[config.mk]
export PLATFORM = sky130hd
export DESIGN_NAME = ext_wr_buffer
export DESIGN_NICKNAME = d
export VERILOG_FILES = /design/src/rtl/ext_wr_buffer.sv
export SDC_FILE = /design/constraint.sdc
export NUM_CORES = 1
export LEC_CHECK = 0
export BUFFER_PORTS_ARGS = -buffer_cell sky130_fd_sc_hd__buf_2
export CAP_MARGIN = 0
export CORE_MARGIN = 10
export CORE_UTILIZATION = 57
export CTS_CLUSTER_DIAMETER = 200
export DETAILED_ROUTE_END_ITERATION = 10
export PLACE_DENSITY_LB_ADDON = 0.2
export SLEW_MARGIN = 20
export SYNTH_ARGS = -nofsm -noshare
export SYNTH_HDL_FRONTEND = slang
export SYNTH_SLANG_ARGS = --single-unit
[constraint.sdc]
create_clock -name i_clk -period 3.68 [get_ports i_clk]
set_input_delay 0.552 -clock i_clk [delete_from_list [all_inputs] [get_ports i_clk]]
set_output_delay 0.552 -clock i_clk [all_outputs]
set_load 0.02 [all_outputs]
[src/rtl/ext_wr_buffer.sv]
// ext_wr_buffer: byte write buffer for the SoC external-bus port.
// SoC byte writes are pushed into a FIFO. They are drained to a downstream
// valid/ready byte sink, with an optional minimum idle gap between beats.
// Reads (i_ext_wstrb=0) complete immediately and do not push anything.
//
// Optional feature macro: EXT_WR_BUFFER_LEVEL_EN adds the o_level and
// o_high_water occupancy outputs.
//
// Ports:
//   i_clk, i_rst_n            clock, asynchronous active-low reset
//   i_ext_valid/wstrb/addr/data  SoC request (one push per valid assertion)
//   o_ext_ready               combinational request-complete strobe
//   o_wr_valid/addr/data      registered downstream beat, held until accepted
//   i_wr_ready                downstream accept
//   o_empty                   registered: FIFO empty and no beat pending
//   o_level, o_high_water     (optional) current and peak occupancy
module ext_wr_buffer #(
  parameter int unsigned DEPTH_LOG2 = 4,
  parameter int unsigned ADDR_W     = 16,
  parameter int unsigned GAP_CYCLES = 0
) (
  input  logic              i_clk,
  input  logic              i_rst_n,
  input  logic              i_ext_valid,
  input  logic              i_ext_wstrb,
  input  logic [ADDR_W-1:0] i_ext_addr,
  input  logic [7:0]        i_ext_data,
  output logic              o_ext_ready,
  output logic              o_wr_valid,
  output logic [ADDR_W-1:0] o_wr_addr,
  output logic [7:0]        o_wr_data,
  input  logic              i_wr_ready,
  output logic              o_empty
`ifdef EXT_WR_BUFFER_LEVEL_EN
  ,
  output logic [DEPTH_LOG2:0] o_level,
  output logic [DEPTH_LOG2:0] o_high_water
`endif
);

  localparam int unsigned DEPTH   = 1 << DEPTH_LOG2;
  localparam int unsigned PTR_W   = DEPTH_LOG2 + 1;
  localparam int unsigned ENTRY_W = ADDR_W + 8;
  localparam int unsigned CNT_W   = (GAP_CYCLES > 1) ? $clog2(GAP_CYCLES) : 1;

  typedef enum logic [1:0] {S_IDLE, S_BEAT, S_GAP} state_t;

  state_t               state, state_nxt;
  logic [CNT_W-1:0]     gap_cnt, gap_cnt_nxt;
  logic [ENTRY_W-1:0]   mem [DEPTH];
  logic [PTR_W-1:0]     wr_ptr, rd_ptr, wr_ptr_nxt, rd_ptr_nxt, level;
  logic [DEPTH_LOG2-1:0] wr_idx, rd_idx, rd_idx_p1;
  logic                 acc_done, full, fifo_empty, push, pop;
  logic [ENTRY_W-1:0]   in_entry, head_entry, next_entry, load_entry;
  logic                 load;

  // FIFO status; the pointer MSB distinguishes full from empty
  assign wr_idx     = wr_ptr[DEPTH_LOG2-1:0];
  assign rd_idx     = rd_ptr[DEPTH_LOG2-1:0];
  assign rd_idx_p1  = rd_idx + DEPTH_LOG2'(1);
  assign full       = (wr_ptr[DEPTH_LOG2] != rd_ptr[DEPTH_LOG2]) && (wr_idx == rd_idx);
  assign fifo_empty = (wr_ptr == rd_ptr);
  assign level      = wr_ptr - rd_ptr;

  // Full blocks the push even if a pop happens in the same cycle
  assign push        = i_ext_valid & i_ext_wstrb & ~acc_done & ~full;
  assign pop         = o_wr_valid & i_wr_ready;
  assign o_ext_ready = i_ext_valid & (~i_ext_wstrb | acc_done | ~full);

  assign wr_ptr_nxt = wr_ptr + PTR_W'(push);
  assign rd_ptr_nxt = rd_ptr + PTR_W'(pop);

  // Head candidates: bypass the incoming write when it is the entry to present
  assign in_entry   = {i_ext_addr, i_ext_data};
  assign head_entry = fifo_empty ? in_entry : mem[rd_idx];
  assign next_entry = (level == PTR_W'(1)) ? in_entry : mem[rd_idx_p1];

  // FIFO storage (no reset; validity is tracked by the pointers)
  always_ff @(posedge i_clk) begin
    if (push) mem[wr_idx] <= in_entry;
  end

  // Gap FSM state register
  always_ff @(posedge i_clk or negedge i_rst_n) begin
    if (!i_rst_n) begin
      state   <= S_IDLE;
      gap_cnt <= '0;
    end else begin
      state   <= state_nxt;
      gap_cnt <= gap_cnt_nxt;
    end
  end

  // Gap FSM next state; load marks a new entry being copied to the output beat
  always_comb begin
    state_nxt   = state;
    gap_cnt_nxt = gap_cnt;
    load        = 1'b0;
    load_entry  = head_entry;
    case (state)
      S_IDLE: begin
        if (!fifo_empty || push) begin
          state_nxt = S_BEAT;
          load      = 1'b1;
        end
      end
      S_BEAT: begin
        if (pop) begin
          if (GAP_CYCLES != 0) begin
            state_nxt   = S_GAP;
            gap_cnt_nxt = CNT_W'(GAP_CYCLES - 1);
          end else if ((level > PTR_W'(1)) || push) begin
            load       = 1'b1;
            load_entry = next_entry;
          end else begin
            state_nxt = S_IDLE;
          end
        end
      end
      S_GAP: begin
        // Leaving the gap straight into a beat keeps spacing at GAP_CYCLES+1
        if (gap_cnt == '0) begin
          if (!fifo_empty || push) begin
            state_nxt = S_BEAT;
            load      = 1'b1;
          end else begin
            state_nxt = S_IDLE;
          end
        end else begin
          gap_cnt_nxt = gap_cnt - CNT_W'(1);
        end
      end
      default: state_nxt = S_IDLE;
    endcase
  end

  // Pointers, accept flag and registered outputs
  always_ff @(posedge i_clk or negedge i_rst_n) begin
    if (!i_rst_n) begin
      wr_ptr     <= '0;
      rd_ptr     <= '0;
      acc_done   <= 1'b0;
      o_wr_valid <= 1'b0;
      o_wr_addr  <= '0;
      o_wr_data  <= '0;
      o_empty    <= 1'b1;
    end else begin
      wr_ptr     <= wr_ptr_nxt;
      rd_ptr     <= rd_ptr_nxt;
      if (push) acc_done <= 1'b1;
      else if (!i_ext_valid) acc_done <= 1'b0;
      o_wr_valid <= (state_nxt == S_BEAT);
      if (load) {o_wr_addr, o_wr_data} <= load_entry;
      o_empty    <= (wr_ptr_nxt == rd_ptr_nxt) && (state_nxt != S_BEAT);
    end
  end

`ifdef EXT_WR_BUFFER_LEVEL_EN
  logic [PTR_W-1:0] level_nxt;
  assign level_nxt = wr_ptr_nxt - rd_ptr_nxt;

  // Occupancy and peak occupancy since reset
  always_ff @(posedge i_clk or negedge i_rst_n) begin
    if (!i_rst_n) begin
      o_level      <= '0;
      o_high_water <= '0;
    end else begin
      o_level <= level_nxt;
      if (level_nxt > o_high_water) o_high_water <= level_nxt;
    end
  end
`endif

endmodule

# Yosys cells after proc, flatten, opt, wreduce, memory -nomap -nowiden
# Memories as Yosys holds them, arrays and structs flattened.
# Cells that the tools add are included.
[totals]
ramBits = 384
in_bits = 29
regBits = 40
wordCells = 63
n_memories = 1
[memory_table]
columns = ["memory", "words", "word_bits", "rd", "rd_clocked_by_memory_dff", "write_ports", "line_no", "source"]
rows = [
  ["mem", 16, 24, 2, 0, 1, "50", "logic [ENTRY_W-1:0] mem [DEPTH];"],
]
[classes]
order_cmp = 1
n_mux = 21
bitwise = 10
n_eq_ne = 10
n_reduce_logical = 6
add_sub_neg = 5
[op_table]
columns = ["operator", "count"]
rows = [
  ["$mux 24", 5],
  ["$add 5x1->5", 2],
  ["$eq 5x5->1", 2],
  ["$mux 1", 10],
  ["$mux 2", 4],
  ["$pmux 2 s3", 1],
  ["$and 1x1->1", 5],
  ["$eq 5x1->1 const B", 1],
  ["$gt 5x1->1 const B", 1],
  ["$sub 5x5->5", 1],
  ["$add 4x1->4 const B", 1],
  ["$eq 2x1->1 const B", 2],
  ["$eq 4x4->1", 1],
  ["$ne 2x1->1 const B", 2],
  ["$not 1->1", 3],
  ["$pmux 1 s3", 1],
  ["$eq 2x2->1 const B", 1],
  ["$logic_and 1x1->1", 2],
  ["$logic_not 2->1", 1],
  ["$logic_or 1x1->1", 2],
  ["$or 1x1->1", 2],
  ["$logic_not 1->1", 1],
  ["$ne 1x1->1", 1],
  ["$sub 1x1->1 const B", 1],
]

# Logic depth before layout (Yosys ltp)
[logic_depth]
ltp_word = 10
ltp_mapped = 13
depth_no_buf = 11

# Worst setup path after synthesis
# OpenSTA, ideal clock, no wires.
[synth_timing]
path_kind = "flip-flop to flip-flop"
startpoint = "register rd_ptr[2]"
endpoint = "memory mem[0][0] (netlist name), enable pin"
period_less_slack_ns = 4.028
setup_ns = 0.435
t_required_ns = 3.245
stages_incl_launch_ff = 9
n_path_buf = 2
slack_ns = -0.348
arrival_time_ns = 3.593
path_cell_list = "dfrtp_1 buf_2 inv_2 clkbuf_1 ha_1 and4_1 a21oi_2 nand3_1 nor3_1"
[synth_via]
elab_chain_len = 6
[synth_lines]
columns = ["item", "line_no", "source"]
rows = [
  ["from (decl)", "51", "logic [PTR_W-1:0] wr_ptr, rd_ptr, wr_ptr_nxt, rd_ptr_nxt, level;"],
  ["from (signal assigned)", "149", "rd_ptr <= rd_ptr_nxt;"],
  ["$eq 4x4->1", "61", "assign full = (wr_ptr[DEPTH_LOG2] != rd_ptr[DEPTH_LOG2]) && (wr_idx == rd_idx);"],
  ["$logic_and 1x1->1", "61", ""],
  ["$not 1->1", "66", "assign push = i_ext_valid & i_ext_wstrb & ~acc_done & ~full;"],
  ["$and 1x1->1", "66", ""],
  ["via push", "53", "logic acc_done, full, fifo_empty, push, pop;"],
  ["$mux 1", "80", "if (push) mem[wr_idx] <= in_entry;"],
  ["$mux 1 (implied by the code)", "80", ""],
  ["to (decl)", "50", ""],
]
# The timed path passes the listed nets, and every way through them passes these cells.

# Worst setup path after layout
[layout_timing]
startpoint = "register rd_ptr[0]"
endpoint = "register o_wr_data[7]"
[layout_via]
elab_chain_len = 8
elab_cells_between_ends = 23
cone_classes = "add/sub (2); order compare (1); eq/ne (3); mux (10); bitwise (2); reduce/logical (4); memory (1)"
[layout_lines]
columns = ["item", "line_no", "source"]
rows = [
  ["parallel branches: the longest is 8 deep, another holds $sub 5x5->5", "n/a", ""],
  ["to (signal assigned)", "153", "if (load) {o_wr_addr, o_wr_data} <= load_entry;"],
  ["to (decl)", "31", "output logic [7:0] o_wr_data,"],
]
# Parallel ways; which one is timed is not known.
# A chain may end at the register's enable or synchronous reset.

==> Implementation_results.wiki <==
{| class="wikitable"
! Metric !! Value
|-
| Outcome || completed
|-
| Most frequent standard cell in the layout excluding fill and tap cells || sky130_fd_sc_hd__edfxtp_1
|-
| DRC marker count from the first detailed-route iteration || 1467
|-
| Die span in y || 209 um
|-
| Starting utilization of the core area || 0.575
|-
| Non-filler cells, final || 1780
|-
| Detailed-placement wirelength estimate || 32200 um
|-
| Layout cells sized above 1 || 0.329
|-
| Weighted congestion reported at the end of routability-driven placement || 0.848
|-
| Leakage || 7.84 nW
|-
| Number of antenna violations at the first check in global routing || 1
|-
| Skew final || 0.0152 ns
|-
| Count of endpoints failing hold in the final timing report || 0
|-
| Wire length of the first global-routing pass || 81000 um
|-
| Hold Path Class || input port to async pin
|-
| Detailed-route wire length per cell || 30.3 um
|-
| Die area || 43800 um2
|-
| Pre-CTS worst setup slack || 0.367 ns
|-
| Horizontal die dimension || 209 um
|-
| Cells after DPL || 1696
|-
| Endpoint type of the worst setup path || register
|-
| Final Net Count || 1321
|-
| Via count of the first global-routing pass || 12700
|-
| Placeable core region || 35500 um2
|-
| Count of endpoints failing setup in the final report || 0
|-
| Async set or reset register ratio after synthesis || 0.0922
|-
| Via density per instance || 6.88
|-
| Peak supply drop || 0.794 mV
|-
| Total nets after synthesis || 1248
|-
| Number of vias after detailed routing || 12200
|-
| Buf/Inv on CP || 1
|-
| Clock period minus worst slack || 3.37 ns
|-
| Total track usage || 0.245
|-
| TritonCTS clock tree || built
|-
| Setup TNS || 0 ns
|-
| Number of warning messages in the yosys log || 0
|-
| Count of filler cells inserted in the layout || 2427
|-
| Post-route worst setup slack || 0.312 ns
|-
| CTS H-tree depth || 2
|-
| Clock transition at the register clock pins on the worst setup and hold paths after CTS || 0.06 ns
|-
| Number of optimization iterations in the first detailed-route pass || 6
|-
| Max capacitance violation total || 0
|-
| # port buffers || 55
|-
| #FFs+latches synth || 423
|-
| Drc violations || 0
|-
| Commonest cells after routing, fill and taps aside || sky130_fd_sc_hd__edfxtp_1 (384), sky130_fd_sc_hd__mux4_2 (147), sky130_fd_sc_hd__nand2_1 (98), sky130_fd_sc_hd__mux2i_1 (72), sky130_fd_sc_hd__mux2_2 (69)
|-
| Slowest stage cell on the critical path || sky130_fd_sc_hd__o21ba_2
|-
| Unrepaired setup endpoints after global routing || no
|-
| Worst EP arrival || 3.83 ns
|-
| Sequential-to-total area share from yosys stat || 0.613
|-
| Maximum number of pins on one net before global-route repair || 66
|-
| Worst-case headroom to the max-slew limit || 0.342
|-
| Cell variety after synth || 51
|-
| # clock sinks || 423
|-
| Power per standard cell area || 875 nW/um2
|-
| Actual transition at the worst max-transition pin || 0.987 ns
|-
| Synth Cell Area || 20400 um2
|-
| Number of buffers added by the clock tree synthesis step || 45
|-
| Data required time at the worst endpoint || 4.14 ns
|-
| Residual antenna-violating net count after detailed routing || 0
|-
| Post-cts repair resize count || 0
|-
| Commonest register cell after synthesis || sky130_fd_sc_hd__edfxtp_1
|-
| Routed wire length || 54000 um
|-
| Launching element type of the critical path || register
|-
| Hold buffers post-CTS || 0
|-
| Worst stage delay on the critical path || 0.84 ns
|-
| Root Driver || sky130_fd_sc_hd__clkbuf_16
|-
| Source-to-sink clock delay at the later pin of the worst-skew pair || 0.56 ns
|-
| Top cell family by delay on the critical path || compound AO/OA/AOI/OAI gates
|-
| Peak Freq || 297 MHz
|-
| Largest fanout of any net on the critical path || 23
|-
| Remaining global-route overflow || 0
|-
| Crit Path Category || register to register
|-
| Final Max Slew Viols || 0
|-
| CP Cell Sequence || ha_1, inv_1, fa_1, xor2_1, and4b_1, o22ai_4, o21ba_2, o211ai_1, a32oi_1
|-
| Overall power || 20.1 mW
|-
| Average footprint of a synthesized cell || 16.9 um2
|-
| I/O pin total || 56
|-
| Share of the clock period used by the worst path after layout || 0.915
|-
| Max clock buf depth || 3
|-
| Num rows || 69
|-
| Minimum hold slack || 0.145 ns
|-
| # Post-CTS Setup Buffers || 0
|-
| Number of synthesized flops with an enable pin || 384
|-
| Number of cells produced by synthesis || 1209
|-
| Area Overhead vs Synth || 12.8%
|}
## kinds of logic (layout without fill, tap and decap cells)
group                      Yosys count  count (layout)  share of synthesized area
AOI/OAI and AO/OA                  175             175                     0.0687
xor gates and xnor gates            15              15                    0.00644
adders and majority gates           10              10                    0.00650
buffers and inverters              125             234                     0.0304
DFF                                423             423                      0.613
muxes                              288             288                      0.236
other                                1               2                   0.000184
and+or+nand+nor                    172             172                     0.0391
## routing by layer
metal  wire [um]  global-route usage  vias up
li1            -                   -     5125
met1       21600               0.337     6305
met2       25600               0.382      680
met3        5190              0.0519      133
met4        1600              0.0883        0
met5           0                   0        -
## cell type report
type	instances	area (um2)	share of cell area
well taps	461	577	0.0251
diodes	1	2.50	0.000109
flip-flops and latches	423	12500	0.544
repair buffers	120	951	0.0413
multi-input cells	661	7450	0.324
clock inverters	27	238	0.0103
inverters	31	116	0.00506
clock buffers	56	1170	0.0507
## registers in the layout (all words and copies together) (netlist names)
signal      cells
acc_done        1
o_empty         1
o_wr_data       8
o_wr_addr      16
wr_ptr          5
state           2
mem           384
o_wr_valid      1
rd_ptr          5
## path summary, 6_finish.rpt
| check | from | to | slack [ns] | depth (start not counted) |
|---|---|---|---|---|
| hold / removal | i_rst_n | o_wr_addr[7] | 0.14 | 1 |
| setup reg to reg | rd_ptr[0] | o_wr_data[7] | 0.31 | 9 |
| hold reg to reg | acc_done | acc_done | 0.51 | 1 |
| max in group asynchronous | i_rst_n | o_empty | 2.70 | 2 |
| setup / recovery | rd_ptr[0] | o_wr_data[7] | 0.31 | 9 |
| min in group i_clk | i_ext_valid | acc_done | 0.23 | 2 |
## synth_stat cells, types with 25 or more instances
library cell	n	share of area
sky130_fd_sc_hd__mux2i_1	72	0.035
sky130_fd_sc_hd__dfrtp_1	38	0.047
sky130_fd_sc_hd__buf_2	46	0.011
sky130_fd_sc_hd__nand2_1	98	0.018
sky130_fd_sc_hd__edfxtp_1	384	0.57
sky130_fd_sc_hd__inv_1	30	0.0055
sky130_fd_sc_hd__mux4_2	147	0.16
sky130_fd_sc_hd__clkbuf_1	33	0.0061
sky130_fd_sc_hd__mux2_2	69	0.038
sky130_fd_sc_hd__and3_1	25	0.0077
## worst reg2reg max path, delay by kind of cell, from the launching register on
kind	cells	cell delay (ns)
compound gates	4	1.52
xor+xnor	1	0.30
fa+ha+maj	2	0.61
buf+inv	1	0.06
flops	1	0.51
simple gates	1	0.27
## power by group
part	switching (mW)	leakage [nW]	total [mW]	internal, mW
logic	5.32	3.24	9.89	4.56
clock network	1.85	0.695	4.32	2.48
registers	0.281	3.91	5.92	5.64
total	7.45	7.84	20.1	12.7
## per-stage QoR
stage                     utilization  area, um2
after floorplan                     -      20400
after global placement          0.609      21600
after detailed placement        0.609      21600
after CTS                       0.649      23000
after global routing            0.649      23000
final                           0.649      23000
No activity file was read; power rests on OpenSTA's default activity.
